## config.mk

```make
export PLATFORM = sky130hd
export DESIGN_NAME = clk_div_bank
export DESIGN_NICKNAME = d
export VERILOG_FILES = /design/src/rtl/clk_div_pkg.sv /design/src/rtl/clk_div_ch.sv /design/src/rtl/clk_div_bank.sv
export SDC_FILE = /design/constraint.sdc
export NUM_CORES = 1
export LEC_CHECK = 0
export ABC_CLOCK_PERIOD_IN_PS = 14850
export CORE_UTILIZATION = 45
export DETAILED_ROUTE_END_ITERATION = 10
export HOLD_SLACK_MARGIN = 0.06
export SYNTH_ARGS = -nofsm -noshare
export SYNTH_HDL_FRONTEND = slang
export SYNTH_SLANG_ARGS = --single-unit
```

## constraint.sdc

```tcl
create_clock -name inclk0 -period 14.85 [get_ports inclk0]
set_clock_uncertainty 0.1 [all_clocks]
set_input_delay 2.97 -clock inclk0 [delete_from_list [all_inputs] [get_ports inclk0]]
set_output_delay 2.97 -clock inclk0 [all_outputs]
set_load 0.02 [all_outputs]
```

## src/rtl/clk_div_pkg.sv

```systemverilog
// Shared definitions for the clock-divider bank: default counter width,
// per-channel state encoding and the divisor saturation helper.
package clk_div_pkg;

  localparam int CLKDIV_CNT_W = 17;

  typedef enum logic [1:0] {
    PARK     = 2'd0,
    RUN_LO   = 2'd1,
    RUN_HI   = 2'd2,
    STOPPING = 2'd3
  } ch_state_e;

  // A half-period of zero would stall the counter, so it is read as one.
  function automatic logic [31:0] sat_half(input logic [31:0] half);
    if (half == 32'd0) begin
      sat_half = 32'd1;
    end else begin
      sat_half = half;
    end
  endfunction

endpackage

```

## src/rtl/clk_div_ch.sv

```systemverilog
// One integer clock-divider channel: 50% duty output with a shadowed
// half-period that is swapped in only at a toggle boundary (or at once while
// parked / on a phase resync).
// Optional rising-edge strobe: define CLKDIV_STROBE_EN.
module clk_div_ch
  import clk_div_pkg::*;
#(
  parameter int               CNT_W    = CLKDIV_CNT_W,
  parameter logic [CNT_W-1:0] DEF_HALF = CNT_W'(2)
) (
  input  logic             clk,
  input  logic             rst,
  input  logic             en,
  input  logic [CNT_W-1:0] div,
  input  logic             load,
  input  logic             sync,
  output logic             clk_out,
  output logic             pend
`ifdef CLKDIV_STROBE_EN
  ,
  output logic             stb
`endif
);

  ch_state_e        state_r, state_s;
  logic [CNT_W-1:0] cnt_r, cnt_s;
  logic [CNT_W-1:0] act_r, act_s;
  logic [CNT_W-1:0] shd_r, shd_s;
  logic             pend_r, pend_s;
  logic             out_r, out_s;
  logic [CNT_W-1:0] eff_s;
  logic [CNT_W-1:0] half_s;
  logic             at_end_s;
  logic             apply_s;

  // Next-state and datapath decode; sync outranks counting, load is merged last.
  always_comb begin
    state_s = state_r;
    cnt_s   = cnt_r;
    out_s   = out_r;
    apply_s = 1'b0;
    // A parked channel uses its pending divisor immediately.
    eff_s    = ((state_r == PARK) && pend_r) ? shd_r : act_r;
    half_s   = CNT_W'(sat_half(32'(eff_s)));
    at_end_s = (cnt_r >= (half_s - CNT_W'(1)));

    if (sync) begin
      cnt_s   = '0;
      out_s   = 1'b0;
      apply_s = pend_r;
      if (en) begin
        state_s = RUN_LO;
      end else begin
        state_s = PARK;
      end
    end else begin
      case (state_r)
        PARK: begin
          apply_s = pend_r;
          if (!en) begin
            cnt_s   = '0;
            state_s = PARK;
          end else if (at_end_s) begin
            cnt_s   = '0;
            out_s   = 1'b1;
            state_s = RUN_HI;
          end else begin
            cnt_s   = cnt_r + CNT_W'(1);
            state_s = RUN_LO;
          end
        end
        RUN_LO: begin
          if (!en) begin
            cnt_s   = '0;
            state_s = PARK;
          end else if (at_end_s) begin
            cnt_s   = '0;
            out_s   = 1'b1;
            apply_s = pend_r;
            state_s = RUN_HI;
          end else begin
            cnt_s   = cnt_r + CNT_W'(1);
            state_s = RUN_LO;
          end
        end
        RUN_HI, STOPPING: begin
          // The high phase always completes; en only decides where it lands.
          if (at_end_s) begin
            cnt_s   = '0;
            out_s   = 1'b0;
            apply_s = pend_r;
            state_s = en ? RUN_LO : PARK;
          end else begin
            cnt_s   = cnt_r + CNT_W'(1);
            state_s = en ? RUN_HI : STOPPING;
          end
        end
        default: begin
          cnt_s   = '0;
          out_s   = 1'b0;
          state_s = PARK;
        end
      endcase
    end

    // The swap uses the pre-edge shadow; a load on this edge stays pending.
    act_s  = apply_s ? shd_r : act_r;
    shd_s  = load ? div : shd_r;
    pend_s = load | (pend_r & ~apply_s);
  end

  // Channel state registers with synchronous reset to the default divisor.
  always_ff @(posedge clk) begin
    if (rst) begin
      state_r <= PARK;
      cnt_r   <= '0;
      act_r   <= DEF_HALF;
      shd_r   <= DEF_HALF;
      pend_r  <= 1'b0;
      out_r   <= 1'b0;
    end else begin
      state_r <= state_s;
      cnt_r   <= cnt_s;
      act_r   <= act_s;
      shd_r   <= shd_s;
      pend_r  <= pend_s;
      out_r   <= out_s;
    end
  end

  assign clk_out = out_r;
  assign pend    = pend_r;

`ifdef CLKDIV_STROBE_EN
  logic stb_r;

  // Strobe register set on the same edge that raises the divided clock.
  always_ff @(posedge clk) begin
    if (rst) begin
      stb_r <= 1'b0;
    end else begin
      stb_r <= out_s & ~out_r;
    end
  end

  assign stb = stb_r;
`endif

endmodule

```

## src/rtl/clk_div_bank.sv

```systemverilog
// Bank of NUM_CH independent clock dividers sharing one system clock,
// synchronous reset and a global phase resync.
// Optional per-channel rising-edge strobe output: define CLKDIV_STROBE_EN.
module clk_div_bank
  import clk_div_pkg::*;
#(
  parameter int                      NUM_CH   = 2,
  parameter int                      CNT_W    = CLKDIV_CNT_W,
  parameter logic [NUM_CH*CNT_W-1:0] DEF_HALF = {17'd50, 17'd2}
) (
  input  logic                    inclk0,
  input  logic                    areset,
  input  logic [NUM_CH-1:0]       en_i,
  input  logic [NUM_CH*CNT_W-1:0] div_i,
  input  logic [NUM_CH-1:0]       load_i,
  input  logic                    sync_i,
  output logic [NUM_CH-1:0]       clk_o,
  output logic [NUM_CH-1:0]       pend_o
`ifdef CLKDIV_STROBE_EN
  ,
  output logic [NUM_CH-1:0]       stb_o
`endif
);

  for (genvar g = 0; g < NUM_CH; g++) begin : g_ch
    clk_div_ch #(
      .CNT_W    (CNT_W),
      .DEF_HALF (DEF_HALF[g*CNT_W +: CNT_W])
    ) u_ch (
      .clk     (inclk0),
      .rst     (areset),
      .en      (en_i[g]),
      .div     (div_i[g*CNT_W +: CNT_W]),
      .load    (load_i[g]),
      .sync    (sync_i),
      .clk_out (clk_o[g]),
      .pend    (pend_o[g])
`ifdef CLKDIV_STROBE_EN
      ,
      .stb     (stb_o[g])
`endif
    );
  end

endmodule

```

* Word level (Yosys, flattened, before mapping)
Index checks and enable logic that the tools add are counted.
** Storage, ports and cells
- Register bits :: 110
- Output and inout port bits :: 4
- Logic and storage cells :: 89
** Operators by class
- Add/subtract/negate cells :: 4
- $lt $le $gt $ge :: 2
- Equality and inequality tests :: 12
- Muxes and demuxes :: 40
- Bitwise logic cells :: 6
- Reduce and logical (&&, ||, !) cells :: 13
** Operators by type and width (count)
- $mux W17 :: 8
- $pmux W17 S2 :: 2
- $add A17 B1 Y17 const B :: 2
- $ge A17 B17 Y1 :: 2
- $logic_not A17 Y1 :: 2
- $sub A17 B1 Y17 const B :: 2
- $mux W1 :: 16
- $mux W2 :: 8
- $ne A2 B1 Y1 const B :: 6
- $reduce_or A2 Y1 :: 5
- $eq A2 B2 Y1 const B :: 4
- $pmux W2 S2 :: 2
- $pmux W1 S3 :: 2
- $reduce_and A3 Y1 :: 2
- $eq A2 B1 Y1 const B :: 2
- $logic_not A2 Y1 :: 2
- $pmux W1 S2 :: 2
- $and A1 B1 Y1 :: 2
- $logic_and A1 B1 Y1 :: 2
- $not A1 Y1 :: 2
- $or A1 B1 Y1 :: 2

* Longest topological paths before layout
- Depth in word-level cells :: 14
- Depth in mapped cells :: 24

* By module
A second synthesis with hierarchy kept.
** Unflattened totals
- Cell total of the unflattened synthesis :: 782
- Area total of the unflattened synthesis :: 6799.0 sq um
** By module, submodules not included
- clk_div_ch (g_ch[0].u_ch) :: times used 1, cells each 392, area an instance 3407.0 sq um
- clk_div_ch (g_ch[1].u_ch) :: times used 1, cells each 390, area an instance 3392.0 sq um

* Worst setup path after synthesis
Ideal clock, no wire load.
- Kind :: register to register
- Start :: register g_ch[1].u_ch.state_r[1]
- End :: register g_ch[1].u_ch.act_r[10]
- Data arrival time :: 4.565 ns
- Setup slack :: 10.064 ns
- Cell stages (with the launch flop) :: 24
- Clock period less this slack :: 4.786 ns
- Path through :: dfxtp_1 -> buf_6 -> or3b_1 -> buf_6 -> and2_4 -> o21a_1 -> nand2_1 -> and3_1 -> ha_1 -> or3b_2 -> and4b_1 -> o21ai_2 -> nor3_1 -> xor2_1 -> mux2i_1 -> ha_1 -> a21oi_1 -> o21ai_0 -> or3_1 -> o32ai_1 -> nor3b_1 -> buf_2 -> buf_4 -> mux2i_1
** Between the ends
- Longest elaborated chain between the ends :: 11
- Elaborated cells between the ends (all ways) :: 15
** RTL lines
- start: declaration :: RTL line clk_div_ch.sv:25 : ch_state_e state_r, state_s;
- start signal: assignment :: RTL line clk_div_ch.sv:122 : state_r <= state_s;
- $logic_not A2 Y1 :: RTL line clk_div_ch.sv:43, clk_div_ch.sv:57
- $logic_and A1 B1 Y1 :: RTL line clk_div_ch.sv:43 : eff_s = ((state_r == PARK) && pend_r) ? shd_r : act_r;
- $mux W17 :: RTL line clk_div_ch.sv:43
- $logic_not A17 Y1 :: RTL line clk_div_pkg.sv:16 : if (half == 32'd0) begin
- $mux W17 :: RTL line clk_div_pkg.sv:16
- $sub A17 B1 Y17 :: RTL line clk_div_ch.sv:45 : at_end_s = (cnt_r >= (half_s - CNT_W'(1)));
- $ge A17 B17 Y1 :: RTL line clk_div_ch.sv:45
- $mux W1 :: RTL line clk_div_ch.sv:76, clk_div_ch.sv:88
- $mux W1 :: RTL line clk_div_ch.sv:73 : if (!en) begin
- $pmux W1 S3 (*) :: RTL line clk_div_ch.sv:57 : case (state_r)
- $mux W1 (*) :: RTL line clk_div_ch.sv:47 : if (sync) begin
- end signal: assignment :: RTL line clk_div_ch.sv:124 : act_r <= act_s;
- end: declaration :: RTL line clk_div_ch.sv:27 : logic [CNT_W-1:0] act_r, act_s;
Mark *: on every way between the ends. The rest lies on a longest branch, timed or not.
A chain may end at the register's enable or synchronous reset.

* Worst setup path after layout
- Start :: register g_ch[0].u_ch.state_r[1]
- End :: register g_ch[0].u_ch.state_r[0]
** Between the ends
- Longest elaborated chain between the ends :: 11
- Elaborated cells between the ends (all ways) :: 17
** RTL lines (RTL line)
- start: declaration :: clk_div_ch.sv:25
- start signal: assignment :: clk_div_ch.sv:122
- $logic_not A2 Y1 :: clk_div_ch.sv:43, clk_div_ch.sv:57
- $logic_and A1 B1 Y1 :: clk_div_ch.sv:43
- $mux W17 :: clk_div_ch.sv:43
- $logic_not A17 Y1 :: clk_div_pkg.sv:16
- $mux W17 :: clk_div_pkg.sv:16
- $sub A17 B1 Y17 :: clk_div_ch.sv:45
- $ge A17 B17 Y1 :: clk_div_ch.sv:45
- $mux W2 :: clk_div_ch.sv:63, clk_div_ch.sv:76
- $mux W2 :: clk_div_ch.sv:73
- $pmux W2 S2 (*) :: clk_div_ch.sv:57
- $mux W2 (*) :: clk_div_ch.sv:47
Marked as above.

==> impl_results.md <==
- Hold depth: 1
- Largest family of logic cells by synthesized area: simple AND/OR/NAND/NOR gates
- 1st-iter DRT viols: 462
- Slew Viols, Final: 0
- Pwr Density: 87.36 nW/um2
- Mux contribution to synthesized area: 14.36%
- Sequential element share of the synthesized area: 32.16%
- PortBufs: 44
- Synth cell types: 64
- Number of vias per cell: 5.484
- Layout cells sized above 1: 5.289%
- Ports: 45
- Critical Path Start Type: flop
- Most common cell in the netlist: nor2_1
- Die area: 15720 um2
- Antenna diode count: 0
- R2r startpoint: g_ch[0].u_ch.state_r[1]$_SDFF_PP0_
- Synthesized flop and latch total: 110
- Root Driver: clkbuf_16
- Synthesized instance count: 782
- Failing checks: design-rule violations
- Chip width: 125.4 um
- Area Overhead vs Synth: 11.95%
- Dominant cell type by area after synthesis: dfxtp_1
- Post-Synth Adder-Cell Area: 7.674%
- Final hold slack: 0.3696 ns
- Critical Path, Cell by Cell: or3b_1 -> nand4_1 -> a22oi_1 -> nand3b_1 -> and3_1 -> ha_1 -> nand2b_1 -> nor3_1 -> xor2_1 -> mux2i_1 -> ha_1 -> and3_1 -> a22oi_1 -> nand3_1 -> a21oi_2 -> o21ai_0 -> inv_1 -> ha_1 -> mux2i_1 -> nor2_1 -> a21oi_1 -> nor2_1
- Post-CTS sizing: 0
- Final Critical Period: 5.528 ns
- Fmax: 0.1809 GHz
- Fin nets: 891
- Total Wirelength: 15.35 mm
- Worst slew margin: 31.11%
- Initial Util: 46.59%
- Maxcap violations: 0
- WL per Instance: 15.40 um
- CTS Sinks: 110
- Mapped Avg Cell Area: 8.757 um2
- Simple logic cell fraction of the synthesized area: 26.18%
- Endpoint type of the worst setup path: flop
- Worst-skew pair later-pin latency: 0.36 ns
- Reg-to-reg slack, setup: 9.32 ns
- First-pass GRT wire length: 25.83 mm
- Largest net degree at the start of global routing: 109
- ANT nets after route: 0
- Setup TNS: 0 ns
- Hold Fails Final Rpt: 0
- Setup bufs post-CTS: 0
- Most frequent cell on the critical path: ha_1
- RSZ-0062 raised after global routing: false
- Syn_nets: 865
- Top post-synthesis cells by count: nor2_1, dfxtp_1, mux2i_1
- Critical Path Fanout Max: 19
- CTS tree: built
- Residual DRC: 4
- Max incr delay on CP: 0.68 ns
- H-tree levels: 3
- EDFF count, synth: 0
- Fill cell count: 1375
- Initial antenna violation count: 0
- First drt pass iteration count: 8
- Slew @ Worst Pin: 1.030 ns
- Worst hold path class: flop to flop
- Leakage: 3.047 nW
- Slowest cell on crit path: or3b_1
- CTS hold repair buffers: 0
- Hold Path Sink: g_ch[1].u_ch.cnt_r[0]$_SDFF_PP0_
- Clock-pin slew on the worst setup and hold paths: 0.08 ns
- DP Wirelength: 11.47 mm
- Req. time, crit path: 14.97 ns
- Critical path type: flop to flop
- Core Box Area: 14700 um2
- Worst EP arrival: 5.65 ns
- RD Place Congestion: 0.8730
- GRT Residual Overflow: 0
- Via count: 5468
- RR Endpoint: g_ch[0].u_ch.state_r[0]$_SDFF_PP0_
- Reg2reg path depth: 22
- Synth top area share: 32.16%
- Die Y: 125.4 um
- Prevailing post-synth register cell: dfxtp_1
- Post-synth ARST share: 0%
- Dominant cells by area after synthesis: dfxtp_1, mux2i_1, ha_1
- VDD IR max: 58.13 uV
- Hold Path Origin: g_ch[1].u_ch.cnt_r[0]$_SDFF_PP0_
- Synth warnings: 0
- Post-synthesis compound-gate area fraction: 7.692%
- Clock buffer count from CTS: 9
- Synth Area in XOR/XNOR: 8.441%
- Vias in the first global route: 5084
- Post-synthesis instance area: 6848 um2
- Num rows: 44
- Final setup viols: 0
- Design Power: 0.6697 mW
- Period utilisation layout: 37.22%
- Total track usage: 20.42%
- CTS Buffer Depth: 2
- Status: finished with violations
area by class of cell:
type | count | area [um2] | area share [%]
multi-input cells | 625 | 4424 | 57.71
flip-flops and latches | 110 | 2202 | 28.73
repair buffers | 50 | 480.5 | 6.267
clock buffers | 11 | 242.7 | 3.166
well taps | 184 | 230.2 | 3.003
inverters | 12 | 45.04 | 0.5876
clock inverters | 5 | 41.29 | 0.5386
per-stage QoR:
stage,area [um2],setup slack (ns),std cells,utilization [%]
after floorplan,6848,10.06,782,-
after global placement,7376,9.509,981,50.18
final,7666,9.322,997,52.15
after global routing,7666,8.899,997,52.15
after CTS,7660,9.358,997,52.11
after detailed placement,7376,9.378,981,50.18
cells by family after synthesis:
family,after synthesis
mux,98
fa+ha+maj,42
compound gates,75
buf+inv,47
flops,110
xor+xnor,66
simple gates,344
state kept, by name (all words and copies together), names as in the netlist:
signal and flops:
g_ch.u_ch.clk_out 2, g_ch.u_ch.cnt_r 34, g_ch.u_ch.state_r 4, g_ch.u_ch.act_r 34, g_ch.u_ch.shd_r 34, g_ch.u_ch.pend 2
worst max-delay path: cells and delay by family, from the launching register on:
kind | cells | cell delay (ns)
flops | 1 | 0.45
compound gates | 5 | 1.31
xor+xnor | 1 | 0.16
mux | 2 | 0.42
simple gates | 10 | 2.10
fa+ha+maj | 3 | 0.74
buf+inv | 1 | 0.11
per-layer routing:
metal  global-route usage, %  part of all wire [%]  vias up
li1                        -                     -     2779
met1                   30.88                    54     2560
met2                   29.08                    41      118
met3                   3.937                   4.4       11
met4                   5.595                   1.1        0
met5                       0                     0        -
where the power goes:
part           internal, mW  switching [mW]
logic                0.0533          0.0595
clock network         0.120           0.118
registers             0.305          0.0141
placed cells by master (no fill, tap or decap), types with 3 or more instances in the layout:
cell type          n
nand2_1           24
nor4_1             6
a211o_1            5
nor3_1            36
mux2i_1           96
nor2_1           123
clkdlybuf4s50_1   43
and4_1             3
a21oi_1           22
nand4_1           14
nor3b_2            3
ha_1              42
clkbuf_16          9
and2_1             5
inv_1             12
nor2b_1            5
nand3_1           25
o21ai_0           11
buf_4              6
or4_1              3
a211oi_1           4
or3b_1             3
a31oi_1            3
dfxtp_1          110
a21o_1             8
xnor2_1           18
and3_1            10
xor2_1            48
nand2b_1          63
or3_1              5
how the worst max path moves through the flow:
stage / from / endpoint / slack (ns) / cells past startpoint
2_1_floorplan: g_ch[1].u_ch.state_r[1]$_SDFF_PP0_ / g_ch[1].u_ch.act_r[10]$_SDFFE_PP0P_ / 10.06 / 23
3_3_place_gp: g_ch[0].u_ch.pend$_SDFF_PP0_ / g_ch[0].u_ch.state_r[0]$_SDFF_PP0_ / 9.51 / 22
3_5_place_dp: g_ch[0].u_ch.pend$_SDFF_PP0_ / g_ch[0].u_ch.state_r[0]$_SDFF_PP0_ / 9.38 / 22
4_1_cts: g_ch[0].u_ch.pend$_SDFF_PP0_ / g_ch[0].u_ch.state_r[0]$_SDFF_PP0_ / 9.36 / 22
5_1_grt: g_ch[0].u_ch.state_r[1]$_SDFF_PP0_ / g_ch[0].u_ch.state_r[0]$_SDFF_PP0_ / 8.90 / 22
6_report: g_ch[0].u_ch.state_r[1]$_SDFF_PP0_ / g_ch[0].u_ch.state_r[0]$_SDFF_PP0_ / 9.32 / 22
(Power assumes the default switching activity.)
